File: config.mk
export PLATFORM = sky130hd
export DESIGN_NAME = uart_tx_fifo
export DESIGN_NICKNAME = d
export VERILOG_FILES = /design/src/rtl/uart_tx_fifo.sv
export SDC_FILE = /design/constraint.sdc
export NUM_CORES = 1
export LEC_CHECK = 0
export BUFFER_PORTS_ARGS = -buffer_cell sky130_fd_sc_hd__buf_2
export CAP_MARGIN = 0
export CORE_MARGIN = 5
export CORE_UTILIZATION = 30
export CTS_CLUSTER_DIAMETER = 150
export DETAILED_ROUTE_END_ITERATION = 7
export PLACE_DENSITY = 0.46
export SYNTH_ARGS = -nofsm -noshare
export SYNTH_HDL_FRONTEND = slang
export SYNTH_SLANG_ARGS = --single-unit
File: constraint.sdc
create_clock -name clk -period 2.2 [get_ports clk]
set_input_delay 0.66 -clock clk [delete_from_list [all_inputs] [get_ports clk]]
set_output_delay 0.66 -clock clk [all_outputs]
set_load 0.02 [all_outputs]
File: src/rtl/uart_tx_fifo.sv
`timescale 1ns/1ps
`default_nettype none
// ============================================================================
// Module   : uart_tx_fifo
// Purpose  : Buffered 8N1 UART transmitter with an internal bit-period
//            divider. A 2**ADDR_W entry FIFO decouples the producer from the
//            line rate, and queued bytes go out back-to-back with no idle gap.
// Options  : UART_TX_PARITY_EN - when defined, an even-parity bit is sent
//            between the last data bit and the stop bit (frame = 11*DIV clks).
//            When undefined the frame is plain 8N1 (frame = 10*DIV clks).
// Revision : 1.0 - initial release
// ============================================================================
module uart_tx_fifo #(
    parameter int DIV    = 8,   // clk cycles per bit, must be >= 2
    parameter int ADDR_W = 2    // FIFO address width, depth = 2**ADDR_W
) (
    input  logic       clk,
    input  logic       reset,
    input  logic       wr,
    input  logic [7:0] din,
    output logic       full,
    output logic       empty,
    output logic       busy,
    output logic       done,
    output logic       out
);

    // ------------------------------------------------------------------------
    // Derived constants
    // ------------------------------------------------------------------------
    localparam int DEPTH = 2 ** ADDR_W;
    localparam int DIV_W = (DIV > 1) ? $clog2(DIV) : 1;

    localparam logic [DIV_W-1:0]  c_div_last = DIV_W'(DIV - 1);
    localparam logic [DIV_W-1:0]  c_div_one  = DIV_W'(1);
    localparam logic [ADDR_W:0]   c_depth    = (ADDR_W + 1)'(DEPTH);
    localparam logic [ADDR_W:0]   c_cnt_one  = (ADDR_W + 1)'(1);
    localparam logic [ADDR_W-1:0] c_ptr_one  = ADDR_W'(1);

    // ------------------------------------------------------------------------
    // Line state machine encoding
    // ------------------------------------------------------------------------
`ifdef UART_TX_PARITY_EN
    typedef enum logic [2:0] {
        ST_IDLE   = 3'd0,
        ST_START  = 3'd1,
        ST_DATA   = 3'd2,
        ST_PARITY = 3'd3,
        ST_STOP   = 3'd4
    } state_t;
`else
    typedef enum logic [1:0] {
        ST_IDLE  = 2'd0,
        ST_START = 2'd1,
        ST_DATA  = 2'd2,
        ST_STOP  = 2'd3
    } state_t;
`endif

    // ------------------------------------------------------------------------
    // FIFO state
    // ------------------------------------------------------------------------
    logic [7:0]        r_mem [DEPTH];
    logic [ADDR_W-1:0] r_wr_ptr;
    logic [ADDR_W-1:0] r_rd_ptr;
    logic [ADDR_W:0]   r_count;
    logic              r_full;
    logic              r_empty;

    // ------------------------------------------------------------------------
    // Transmitter state
    // ------------------------------------------------------------------------
    state_t            r_state;
    logic [DIV_W-1:0]  r_div;
    logic [2:0]        r_bitcnt;
    logic [7:0]        r_shreg;
    logic              r_out;
    logic              r_busy;
    logic              r_done;
`ifdef UART_TX_PARITY_EN
    logic              r_parity;
`endif

    // ------------------------------------------------------------------------
    // Combinational control
    // ------------------------------------------------------------------------
    logic              w_push;
    logic              w_bit_end;
    logic              w_load;
    logic [7:0]        w_head;
    logic [ADDR_W:0]   w_count_next;

    // full is the registered flag, so a write presented while full is dropped
    // even if the same edge frees a slot through a pop.
    assign w_push    = wr & ~r_full;
    assign w_bit_end = (r_div == c_div_last);
    assign w_head    = r_mem[r_rd_ptr];

    // A byte is taken from the FIFO when the line is idle, or at the very end
    // of a stop bit so the next start bit follows without a gap.
    assign w_load = ~r_empty &
                    ((r_state == ST_IDLE) | ((r_state == ST_STOP) & w_bit_end));

    // Next occupancy: simultaneous push and pop leaves the count unchanged.
    always_comb begin
        w_count_next = r_count;
        case ({w_push, w_load})
            2'b10:   w_count_next = r_count + c_cnt_one;
            2'b01:   w_count_next = r_count - c_cnt_one;
            default: w_count_next = r_count;
        endcase
    end

    // FIFO storage: data array is not reset, only the pointers are.
    always_ff @(posedge clk) begin
        if (w_push) begin
            r_mem[r_wr_ptr] <= din;
        end
    end

    // FIFO pointers, occupancy and registered full/empty flags.
    always_ff @(posedge clk or posedge reset) begin
        if (reset) begin
            r_wr_ptr <= '0;
            r_rd_ptr <= '0;
            r_count  <= '0;
            r_full   <= 1'b0;
            r_empty  <= 1'b1;
        end else begin
            if (w_push) begin
                r_wr_ptr <= r_wr_ptr + c_ptr_one;
            end
            if (w_load) begin
                r_rd_ptr <= r_rd_ptr + c_ptr_one;
            end
            r_count <= w_count_next;
            r_full  <= (w_count_next == c_depth);
            r_empty <= (w_count_next == '0);
        end
    end

`ifdef UART_TX_PARITY_EN
    // Even parity of the byte being framed, captured when it leaves the FIFO.
    always_ff @(posedge clk or posedge reset) begin
        if (reset) begin
            r_parity <= 1'b0;
        end else if (w_load) begin
            r_parity <= ^w_head;
        end
    end
`endif

    // Line FSM: the serial output, busy and done are all registered here and
    // change on the same edge as the state they belong to.
    always_ff @(posedge clk or posedge reset) begin
        if (reset) begin
            r_state  <= ST_IDLE;
            r_div    <= '0;
            r_bitcnt <= '0;
            r_shreg  <= '0;
            r_out    <= 1'b1;
            r_busy   <= 1'b0;
            r_done   <= 1'b0;
        end else begin
            r_done <= 1'b0;

            // Bit-period divider runs in every state except IDLE.
            if (r_state != ST_IDLE) begin
                r_div <= w_bit_end ? '0 : (r_div + c_div_one);
            end

            case (r_state)
                ST_IDLE: begin
                    if (w_load) begin
                        r_shreg <= w_head;
                        r_div   <= '0;
                        r_state <= ST_START;
                        r_out   <= 1'b0;
                        r_busy  <= 1'b1;
                    end
                end

                ST_START: begin
                    if (w_bit_end) begin
                        r_state  <= ST_DATA;
                        r_bitcnt <= '0;
                        r_out    <= r_shreg[0];
                    end
                end

                ST_DATA: begin
                    if (w_bit_end) begin
                        r_shreg  <= {1'b0, r_shreg[7:1]};
                        r_bitcnt <= r_bitcnt + 3'd1;
                        if (r_bitcnt == 3'd7) begin
`ifdef UART_TX_PARITY_EN
                            r_state <= ST_PARITY;
                            r_out   <= r_parity;
`else
                            r_state <= ST_STOP;
                            r_out   <= 1'b1;
`endif
                        end else begin
                            // Next LSB is the one about to shift into bit 0.
                            r_out <= r_shreg[1];
                        end
                    end
                end

`ifdef UART_TX_PARITY_EN
                ST_PARITY: begin
                    if (w_bit_end) begin
                        r_state <= ST_STOP;
                        r_out   <= 1'b1;
                    end
                end
`endif

                ST_STOP: begin
                    if (w_bit_end) begin
                        r_done <= 1'b1;
                        if (w_load) begin
                            r_shreg <= w_head;
                            r_state <= ST_START;
                            r_out   <= 1'b0;
                        end else begin
                            r_state <= ST_IDLE;
                            r_out   <= 1'b1;
                            r_busy  <= 1'b0;
                        end
                    end
                end

                default: begin
                    r_state <= ST_IDLE;
                    r_out   <= 1'b1;
                    r_busy  <= 1'b0;
                end
            endcase
        end
    end

    // ------------------------------------------------------------------------
    // Outputs
    // ------------------------------------------------------------------------
    assign full  = r_full;
    assign empty = r_empty;
    assign busy  = r_busy;
    assign done  = r_done;
    assign out   = r_out;

endmodule
`default_nettype wire

==> impl_results.md, run 1 <==
- Net load switching power: 1610 uW
- Fin. max-slew vios: 0
- Sw Share: 35.7%
- Die area: 10800 um^2
- Final Skew: 13.6 ps
- DR top layer: met4
- Mapped Area: 2650 um^2
- WP data required: 2470 ps
- Core Util, Final: 37.2%
- # H-tree levels: 3
- Met2 routed WL: 2290 um
- Vias per inst: 4.59
- Worst setup SP type: flip-flop
- Clk slew on worst S/H paths: 80 ps
- Synth Warn #: 0
- Cells after Synth: 185
- Hold Path Class: primary input to asynchronous set/reset pin
- Min cycle time layout: 2160 ps
- Chip height: 104 um
- Clock Power Share: 20.3%
- # IOs: 16
- Max cap viols: 0
- Bufs on Longest Clock Path: 2
- PwrDens: 1400 nW/um^2
- Initial antenna violation count: 0
- Final Non-Filler Cells: 334
- Nets@finish: 247
- Tot Pwr: 4520 uW
- Area Growth Syn to Fin: 21.7%
- Die Width: 104 um
- Post-Route M1 WL: 2180 um
- # DRC: 0
- Slowest-stage cell, CP: dfrtp_1
- Post-synth ARST share: 46.7%
- Crit Path Max Fanout: 3
- Metal3 WL: 127 um
- Hold Vio Cnt, Final: 0
- IO buf count: 15
- Worst setup path category: flip-flop to flip-flop
- Wirelength per Cell: 13.9 um
- Max rail drop VDD: 470 uV
- Placed Cells: 315
- Max incr delay on CP: 420 ps
- Vias post-DR: 1532
- Synth area leaders: edfxtp_1 36%, dfrtp_1 25%, mux4_2 6.8%
- Avg Synthesized Cell Area: 14.3 um^2
- Crit path capture type: flip-flop
- Clock Root Buffer: clkbuf_8
- Diode count: 0
- Share of the synthesized area in the top cell type: 36.2%
- Rel. slew slack: 70.3%
- Setup violators final: 0
- Cell variety after synth: 34
- Fmax: 463 MHz
- Period utilisation layout: 98.2%
- Yosys reg bits: 60
- Post-synth EDFFs: 32
- Row cnt: 34
- Crit path DAT: 2430 ps
- Starting density of the core: 30.6%
- Hold Slack: 377 ps
- Global router's overall resource usage: 9.34%
- Actual slew at the worst max-slew pin: 442 ps
- Combinational Power Share: 40.5%
- Flop pwr share: 39.2%
- CTS tree: done
- Cell-internal power: 2910 uW
- Clock Latency Late Sink: 340 ps
- Synth Net Count: 211
- Sequential fraction of the synthesis area: 62.7%
- Core area: 8680 um^2
- Fill cell count: 850
- Final wirelength: 4660 um
- Final antenna-violating net count: 0
- Outcome: completed
- Largest net degree at the start of global routing: 29
- Clock sinks: 60
- First-pass GRT wire length: 7960 um
- GP Congestion: 0.705
- Leakage: 0.00127 uW
- Gr ovfl total: 0
- DP HPWL: 3130 um
- Unrepaired setup endpoints after global routing: true
- Total CTS buffers: 9
- Detailed Routing Iterations Pass 1: 4
- Ys flop type: edfxtp_1
- Vias in the first global route: 1625
- CP cell instances: ha_4 -> ha_4 -> a21oi_4 -> nor2_4 -> ha_4 -> fa_2 -> xnor2_2 -> nor2_2 -> xor2_1 -> and2_1
- Share of post-route cells with drive strength above 1: 32.7%
- Number of DRC violations after detailed-routing iteration 0: 35
- Synth area leader: edfxtp_1
- Most frequent CP cell: ha_4
what timing repair did:
action                                 CTS  global route
setup endpoints to repair                1             4
hold buffers                             0             0
setup buffers                            2             1
pin swaps                               11             5
resized for setup                        3             4
endpoints found under the hold margin    0             0
cells in the final DEF (no fill, tap or decap), types with 2 or more instances in the layout:
cell type | netlist | final
xor2_1 | 2 | 2
edfxtp_1 | 32 | 32
mux2_2 | 2 | 2
nor3b_1 | 2 | 2
nor2b_1 | 3 | 3
mux2i_1 | 7 | 7
clkbuf_8 | 0 | 9
ha_1 | 14 | 11
inv_6 | 0 | 2
dfstp_2 | 2 | 2
and2_1 | 6 | 6
nand2_1 | 7 | 7
buf_2 | 1 | 15
nor2_1 | 16 | 14
buf_4 | 0 | 17
ha_4 | 0 | 3
inv_1 | 10 | 10
nor3_1 | 2 | 2
nand3_1 | 3 | 3
a21oi_2 | 2 | 3
a32o_1 | 2 | 2
xnor2_1 | 4 | 3
mux4_2 | 8 | 8
o21ai_0 | 9 | 9
a21oi_1 | 9 | 7
clkinvlp_4 | 0 | 3
dfrtp_1 | 26 | 26
per-stage QoR:
step | TNS, ps | area, um^2 | setup slack (ps)
finish | 0 | 3230 | 39.6
global route | -160 | 3230 | -108
CTS | -28.1 | 3200 | -28.1
detailed placement | -33.2 | 2970 | -33.2
global placement | 0 | 2970 | 27.1
floorplan | -39.2 | 2690 | -39.2
layer usage:
metal / global-route usage (%) / vias up
li1: - / 740
met1: 11.9 / 769
met2: 14.4 / 19
met3: 3.04 / 4
met4: 4.44 / 0
met5: 0 / -
power groups by stage:
stage | Clock, uW | Combinational, uW | Sequential (uW)
global route | 1010 | 2070 | 1820
CTS | 952 | 1800 | 1770
global placement | 0 | 1720 | 1790
detailed placement | 0 | 1740 | 1790
finish | 917 | 1830 | 1770
floorplan | 0 | 1270 | 1740
worst paths after layout:
path / cells after the start / startpoint / slack, ps / to
max in group asynchronous: 3 / reset / 1500 / out
worst min register to register: 1 / r_count[2] / 470 / r_count[2]
worst max register to register: 10 / r_div[0] / 40 / full
min in group clk: 1 / r_count[2] / 470 / r_count[2]
worst min-delay path: 3 / reset / 380 / busy
worst max-delay path: 10 / r_div[0] / 40 / full
flip-flops by register name (all words and copies together), names as in the netlist:
| register | cells |
|---|---|
| done | 1 |
| empty | 1 |
| r_state | 2 |
| r_count | 3 |
| busy | 1 |
| r_shreg | 8 |
| r_mem | 32 |
| r_div | 3 |
| out | 1 |
| r_rd_ptr | 2 |
| r_wr_ptr | 2 |
| r_bitcnt | 3 |
| full | 1 |
Yosys cell counts (5+ instances only):
cell,n
edfxtp_1,32
dfrtp_1,26
nor2_1,16
ha_1,14
inv_1,10
a21oi_1,9
o21ai_0,9
mux4_2,8
mux2i_1,7
nand2_1,7
and2_1,6
clkbuf_1,5
cell type report:
| type | count | area, um^2 | area share [%] |
|---|---|---|---|
| sequential | 60 | 1660 | 51.5 |
| clock buffer | 9 | 124 | 3.84 |
| tap | 108 | 135 | 4.18 |
| clock inverter | 7 | 60.1 | 1.86 |
| inverter | 10 | 37.5 | 1.16 |
| multi-input combinational | 107 | 986 | 30.5 |
| timing repair buffer | 33 | 223 | 6.90 |
cells by family after synthesis:
logic type / count (synthesis) / share of synthesized area (%)
AOI/OAI and AO/OA: 28 / 7.12
xor gates and xnor gates: 6 / 1.98
muxes: 17 / 10.3
DFF: 60 / 62.7
adders and majority gates: 15 / 7.36
buffers and inverters: 18 / 2.88
and+or+nand+nor: 41 / 7.69
critical path, delay by kind of cell, from the launching register on:
kind | cells | cell delay, ps
DFF | 1 | 420
adders and majority gates | 4 | 850
AOI/OAI and AO/OA | 1 | 160
and+or+nand+nor | 3 | 330
xor gates and xnor gates | 2 | 350
No activity file was read; power rests on OpenSTA's default activity.
==> run 2, diff against run 1 <==
- PLACE_DENSITY: 0.46 -> 0.44
- REMOVE_ABC_BUFFERS: not set -> 1
- clock period: 2.2 -> 2.4 ns (I/O delays scaled with it)
==> run 2 against run 1 <==
Sequential share of layout area up 1.1 points. Clock power is 8.5% higher. Utilization fell by 0.79 points. Cell count decreased by 1.5%. Sequential cell count is the same. Global-route usage about the same. Clock skew decreased by 7.3 ps. Critical path depth unchanged. Final area shrank 2.1%. Routed wire length grew 1.6%. Maximum frequency fell by 3.5%. Largest power group is now sequential cells.
==> impl_results.md, run 2 (synthesized netlist as in run 1, its figures left out) <==
- Wirelength per Cell: 14.4 um (was 13.9 um)
- Final wirelength: 4730 um (was 4660 um)
- Fill cell count: 865 (was 850)
- Detailed Routing Iterations Pass 1: 4 (unchanged)
- Max rail drop VDD: 389 uV (was 470 uV)
- Clock Root Buffer: clkbuf_8 (unchanged)
- Largest net degree at the start of global routing: 29 (unchanged)
- Unrepaired setup endpoints after global routing: false (was true)
- Outcome: completed (unchanged)
- Flop2flop setup slack: 160 ps (was 40 ps)
- R2R Path End: full (unchanged)
- Clk slew on worst S/H paths: 70 ps (was 80 ps)
- Worst setup SP type: flip-flop (unchanged)
- Fin. max-slew vios: 0 (unchanged)
- Hold Vio Cnt, Final: 0 (unchanged)
- Fmax: 447 MHz (was 463 MHz)
- Rel. slew slack: 68.7% (was 70.3%)
- DP HPWL: 3190 um (was 3130 um)
- Period utilisation layout: 93.3% (was 98.2%)
- Crit path capture type: flip-flop (unchanged)
- Crit Path Max Fanout: 2 (was 3)
- # IOs: 16 (unchanged)
- Nets@finish: 242 (was 247)
- Min cycle time layout: 2240 ps (was 2160 ps)
- Max reg flops: 32 (unchanged)
- Commonest cells after routing, fill and taps aside: 32 x edfxtp_1, 26 x dfrtp_1, 15 x nor2_1, 15 x buf_2, 13 x buf_4 (was 32 x edfxtp_1, 26 x dfrtp_1, 17 x buf_4)
- Total CTS buffers: 9 (unchanged)
- CTS tree: done (unchanged)
- Crit path DAT: 2460 ps (was 2430 ps)
- Area Growth Syn to Fin: 19.1% (was 21.7%)
- Actual slew at the worst max-slew pin: 469 ps (was 442 ps)
- Starting density of the core: 30.6% (unchanged)
- Chip height: 104 um (unchanged)
- Max cap viols: 0 (unchanged)
- IO buf count: 15 (unchanged)
- Final Skew: 6.35 ps (was 13.6 ps)
- GP Congestion: 0.683 (was 0.705)
- Leakage: 0.00126 uW (was 0.00127 uW)
- Gr ovfl total: 0 (unchanged)
- Vias per inst: 4.55 (was 4.59)
- Core area: 8680 um^2 (unchanged)
- Clock sinks: 60 (unchanged)
- Reg-to-reg startpoint: r_div[0] (unchanged)
- Commonest non-fill, non-tap cell in the layout: edfxtp_1 (unchanged)
- Share of post-route cells with drive strength above 1: 28.5% (was 32.7%)
- Hold Path Class: primary input to asynchronous set/reset pin (unchanged)
- Worst setup path endpoint: full (unchanged)
- Die Width: 104 um (unchanged)
- Hold Slack: 442 ps (was 377 ps)
- Biggest regs: r_mem: 32 flops, r_shreg: 8 flops (unchanged)
- Number of DRC violations after detailed-routing iteration 0: 91 (was 35)
- WP data required: 2620 ps (was 2470 ps)
- Vias in the first global route: 1586 (was 1625)
- # H-tree levels: 3 (unchanged)
- Critical path origin: r_div[0] (unchanged)
- Diode count: 0 (unchanged)
- Die area: 10800 um^2 (unchanged)
- Bufs on Longest Clock Path: 2 (unchanged)
- Initial antenna violation count: 0 (unchanged)
- Largest Register: r_mem (unchanged)
- Clock Latency Late Sink: 330 ps (was 340 ps)
- # DRC: 0 (unchanged)
- PwrDens: 1310 nW/um^2 (was 1400 nW/um^2)
- Vias post-DR: 1498 (was 1532)
- Worst setup path category: flip-flop to flip-flop (unchanged)
- First-pass GRT wire length: 8080 um (was 7960 um)
- Final antenna-violating net count: 0 (unchanged)
- Global router's overall resource usage: 9.39% (was 9.34%)
- Final Cell Area: 3160 um^2 (was 3230 um^2)
- CTS Hold Bufs: 0 (unchanged)
- Cells on worst reg2reg path: 10 (unchanged)
- Setup violators final: 0 (unchanged)
- DP Area: 2900 um^2 (was 2970 um^2)
- Row cnt: 34 (unchanged)
run 2: cell count changes in the layout (fill, tap and decap cells not counted), moves of 2 or more:
cell / delta
clkinvlp_4: -2
ha_4: -3
buf_4: -4
inv_6: -2
ha_2: +2
bufinv_16: +2
run 2: through the flow:
step / setup WS, ps / instances / power [uW] / utilization (%) / setup TNS, ps
floorplan: 66.1 / 177 / 2690 / - / 0
finish: 162 / 329 / 4150 / 36.4 / 0
detailed placement: -32.6 / 310 / 3120 / 33.4 / -32.6
CTS: 32.9 / 327 / 4160 / 36.0 / 0
global route: 29.1 / 329 / 4480 / 36.4 / 0
global placement: 85.3 / 310 / 3110 / 33.4 / 0
run 2: area by class of cell:
type                            count  area [um^2]  area share [%]
Sequential cell                    60         1660            52.7
Multi-Input combinational cell    107          935            29.6
Timing Repair Buffer               28          173            5.46
Tap cell                          108          135            4.28
Clock buffer                       10          128            4.04
Clock inverter                      6         88.8            2.81
Inverter                           10         37.5            1.19
run 2: how the worst min path moves through the flow:
| stage | cells after the start | end | from |
|---|---|---|---|
| 3_3_place_gp | 1 | r_count[2] | r_count[2] |
| 2_1_floorplan | 1 | r_count[2] | r_count[2] |
| 5_1_grt | 3 | full | reset |
| 6_report | 3 | full | reset |
| 4_1_cts | 3 | full | reset |
| 3_5_place_dp | 1 | r_div[0] | r_div[0] |
run 2: critical path, cell delays in order (launching register included):
cell and delay (ps):
dfrtp_1 390, ha_1 210, ha_2 200, a21oi_4 160, nor2_2 60, ha_2 190
fa_2 530, nor2_1 40, a21oi_1 180, inv_1 50, and2_1 130
run 2: routing by layer:
metal	vias up	track usage, %	share of wire (%)	wire length (um)
li1	726	-	-	-
met1	745	13.2	51	2390
met2	19	12.9	44	2090
met3	8	2.79	3.6	171
met4	0	5.00	1.7	80
met5	-	0	0	0
run 2: what timing repair did:
action,CTS,global route
pin swaps,1,4
gates resized for setup,1,5
setup buffers,1,2
endpoints found under the setup margin,2,3
run 2: power by group:
group / switching [uW] / leakage, uW / internal (uW)
logic: 765 / 0.000528 / 745
clock network: 410 / 0.000104 / 585
registers: 218 / 0.000625 / 1430
==> run 3, diff against run 2 <==
--- a/config.mk
+++ b/config.mk
@@ -6,4 +6,5 @@
 export NUM_CORES = 1
 export LEC_CHECK = 0
+export ABC_AREA = 1
 export BUFFER_PORTS_ARGS = -buffer_cell sky130_fd_sc_hd__buf_2
 export CAP_MARGIN = 0
==> constraint.sdc (replaced) <==
create_clock -name clk -period 2.4 [get_ports clk]
set_input_delay 0.72 -clock clk [delete_from_list [all_inputs] [get_ports clk]]
set_output_delay 0.72 -clock clk [all_outputs]
set_load 0.01 [all_outputs]
==> run 3 against run 2 <==
Clock power is 8.7% lower. Global-route usage is 1.2 points higher. Routed wire length is 12% higher. Critical path type unchanged.
==> impl_results.md, run 3 <==
- Starting density of the core: 30.3% (was 30.6%)
- Number of DRC violations after detailed-routing iteration 0: 53 (was 91)
- Final antenna-violating net count: 0 (unchanged)
- Actual slew at the worst max-slew pin: 443 ps (was 469 ps)
- Die area: 11200 um^2 (was 10800 um^2)
- Initial antenna violation count: 0 (unchanged)
- Rel. slew slack: 70.5% (was 68.7%)
- Combinational Power Share: 14.8% (was 36.4%)
- Synth Warn #: 0 (unchanged)
- Post-synth ARST share: 46.7% (unchanged)
- Clock Latency Late Sink: 340 ps (was 330 ps)
- Sw Share: 27.9% (was 33.5%)
- Cell variety after synth: 30 (was 34)
- Biggest regs: r_mem: 32 flops, r_shreg: 8 flops (unchanged)
- First-pass GRT wire length: 8990 um (was 8080 um)
- DP Area: 3030 um^2 (was 2900 um^2)
- Post-synth EDFFs: 32 (unchanged)
- CTS tree: done (unchanged)
- Final wirelength: 5310 um (was 4730 um)
- Mapped Area: 2760 um^2 (was 2650 um^2)
- Crit Path Max Fanout: 5 (was 2)
- Commonest cells after routing, fill and taps aside: 94 x nand2_1, 32 x nand3_1, 32 x edfxtp_1 (was 32 x edfxtp_1, 26 x dfrtp_1, 15 x nor2_1, 15 x buf_2, 13 x buf_4)
- Period utilisation layout: 93.1% (was 93.3%)
- Global router's overall resource usage: 10.6% (was 9.39%)
- Cells after Synth: 276 (was 185)
- IO buf count: 15 (unchanged)
- # H-tree levels: 3 (unchanged)
- Hold Path Class: primary input to asynchronous set/reset pin (unchanged)
- CP cell instances: ha_1 -> ha_1 -> nand2_2 -> nand2_2 -> nand2_4 -> inv_1 -> ha_1 -> fa_2 -> nand2_1 -> o211ai_1 -> a21oi_1 (was ha_1 -> ha_2 -> a21oi_4 -> nor2_2 -> ha_2 -> fa_2 -> nor2_1 -> a21oi_1 -> inv_1 -> and2_1)
- Crit path capture type: flip-flop (unchanged)
- Met1 usage: 13.4% (was 13.2%)
- Setup violators final: 0 (unchanged)
- Setup TNS: 0 ps (unchanged)
- Max reg flops: 32 (unchanged)
- Slowest-stage cell, CP: fa_2 (unchanged)
- Vias per inst: 4.35 (was 4.55)
- Detailed Routing Iterations Pass 1: 4 (unchanged)
- Clock sinks: 60 (unchanged)
- Hold Slack: 444 ps (was 442 ps)
- Synth area leader: edfxtp_1 (unchanged)
- Row cnt: 35 (was 34)
- Outcome: completed (unchanged)
- Min cycle time layout: 2230 ps (was 2240 ps)
- Sequential fraction of the synthesis area: 60.2% (was 62.7%)
- Cells on worst reg2reg path: 11 (was 10)
- Diode count: 0 (unchanged)
- Final worst setup slack: 166 ps (was 162 ps)
- Worst setup path category: flip-flop to flip-flop (unchanged)
- PwrDens: 808 nW/um^2 (was 1310 nW/um^2)
- Synth area leaders: edfxtp_1 35%, dfrtp_1 24%, nand2_1 13% (was edfxtp_1 36%, dfrtp_1 25%, mux4_2 6.8%)
- Gr ovfl total: 0 (unchanged)
- Clk slew on worst S/H paths: 70 ps (about the same)
- Final Skew: 6.06 ps (was 6.35 ps)
- Yosys reg bits: 60 (unchanged)
- GP Congestion: 0.721 (was 0.683)
- Largest Register: r_mem (unchanged)
- Cell-internal power: 1890 uW (was 2760 uW)
- Crit path DAT: 2450 ps (was 2460 ps)
- Net load switching power: 734 uW (was 1390 uW)
- Fmax: 448 MHz (was 447 MHz)
- Vias post-DR: 1845 (was 1498)
- Busiest layer in global routing: met2 (was met1)
- Flop2flop setup slack: 170 ps (was 160 ps)
- Share of the synthesized area in the top cell type: 34.8% (was 36.2%)
- Max incr delay on CP: 530 ps (about the same)
- M2 GR Usage: 16.7% (was 12.9%)
- Most frequent cells after synthesis: 94 x nand2_1, 32 x edfxtp_1, 32 x nand3_1 (was 32 x edfxtp_1, 26 x dfrtp_1, 16 x nor2_1)
- WP data required: 2620 ps (about the same)
- Total CTS buffers: 9 (unchanged)
- Clock Root Buffer: clkbuf_8 (unchanged)
- Leakage: 0.00147 uW (was 0.00126 uW)
- Fin. max-slew vios: 0 (unchanged)
- Core area: 9110 um^2 (was 8680 um^2)
- Met3 Use GR: 2.55% (was 2.79%)
- Reg-to-reg startpoint: r_div[0] (unchanged)
- Clock Power Share: 34.6% (was 24.0%)
- Avg Synthesized Cell Area: 10.0 um^2 (was 14.3 um^2)
- DP HPWL: 3670 um (was 3190 um)
- Most frequent CP cell: ha_1 (was ha_2)
- R2R Path End: full (unchanged)
- # IOs: 16 (unchanged)
- Hold Vio Cnt, Final: 0 (unchanged)
- Unrepaired setup endpoints after global routing: false (unchanged)
- Chip height: 106 um (was 104 um)
- Max rail drop VDD: 555 uV (was 389 uV)
- Flop pwr share: 50.6% (was 39.7%)
- Bufs on Longest Clock Path: 2 (unchanged)
- Most common cell in the netlist: nand2_1 (was edfxtp_1)
- Die Width: 106 um (was 104 um)
- Share of post-route cells with drive strength above 1: 19.5% (was 28.5%)
- Max cap viols: 0 (unchanged)
- Largest net degree at the start of global routing: 29 (unchanged)
- Placement Setup Slack: 51.2 ps (was -32.6 ps)
- # DRC: 0 (unchanged)
- Tot Pwr: 2630 uW (was 4150 uW)
- Worst setup SP type: flip-flop (unchanged)
- Commonest non-fill, non-tap cell in the layout: nand2_1 (was edfxtp_1)
- Nets@finish: 334 (was 242)
- Wirelength per Cell: 12.5 um (was 14.4 um)
- Ys flop type: edfxtp_1 (unchanged)
- CTS Hold Bufs: 0 (unchanged)
- Vias in the first global route: 1799 (was 1586)
- Area Growth Syn to Fin: 17.7% (was 19.1%)
- Final Cell Area: 3250 um^2 (was 3160 um^2)
[run 3: cells by family (layout without fill, tap and decap cells)]
| family | Yosys count | in the layout | share of synthesized area, % |
|---|---|---|---|
| xor+xnor | 3 | 3 | 0.951 |
| simple gates | 147 | 147 | 22.6 |
| fa+ha+maj | 15 | 15 | 7.06 |
| compound gates | 20 | 20 | 4.44 |
| buf+inv | 31 | 68 | 4.71 |
| flops | 60 | 60 | 60.2 |
[run 3: critical path, delay by kind of cell (launching register included)]
kind            cells  cell delay (ps)
buf+inv             1               70
compound gates      2              180
simple gates        4              320
flops               1              390
fa+ha+maj           4             1150
[run 3: how the worst max path moves through the flow]
| stage | from | end | depth (start not counted) | slack (ps) |
|---|---|---|---|---|
| after floorplan | r_div[0] | empty | 13 | 220 |
| after global placement | r_state[0] | empty | 13 | 140 |
| after detailed placement | r_state[0] | full | 13 | 50 |
| after CTS | r_state[0] | empty | 13 | 2 |
| after global routing | r_div[0] | empty | 13 | 7 |
| final | r_div[0] | full | 11 | 170 |
[run 3: power by group through the flow]
stage               Sequential (uW)  Clock (uW)  Combinational (uW)
floorplan                      1340           0                 250
global placement               1350           0                 397
detailed placement             1350           0                 400
CTS                            1330         941                 400
global route                   1350         988                 456
finish                         1330         908                 389
[run 3: routing by layer]
layer  wire length [um]  vias to the layer above
li1                   -                      968
met1               2520                      848
met2               2520                       18
met3                127                       11
met4                141                        0
met5                  0                        -
[run 3: stage by stage]
step	instances	util, %
after floorplan	270	-
after global placement	407	33.2
after detailed placement	407	33.2
after CTS	423	35.4
after global routing	424	35.7
final	424	35.7
[run 3: repair_timing]
action,CTS,global route
endpoints found under the hold margin,0,0
gates resized for setup,0,5
endpoints found under the setup margin,0,3
setup buffers,0,1
[run 3: final cells by class]
class,instances,area (um^2)
clock buffer,9,124
clock inverter,7,76.3
fill,932,5860
inverter,25,98.8
multi-input combinational,185,985
sequential,60,1670
tap,111,139
timing repair buffer,27,165
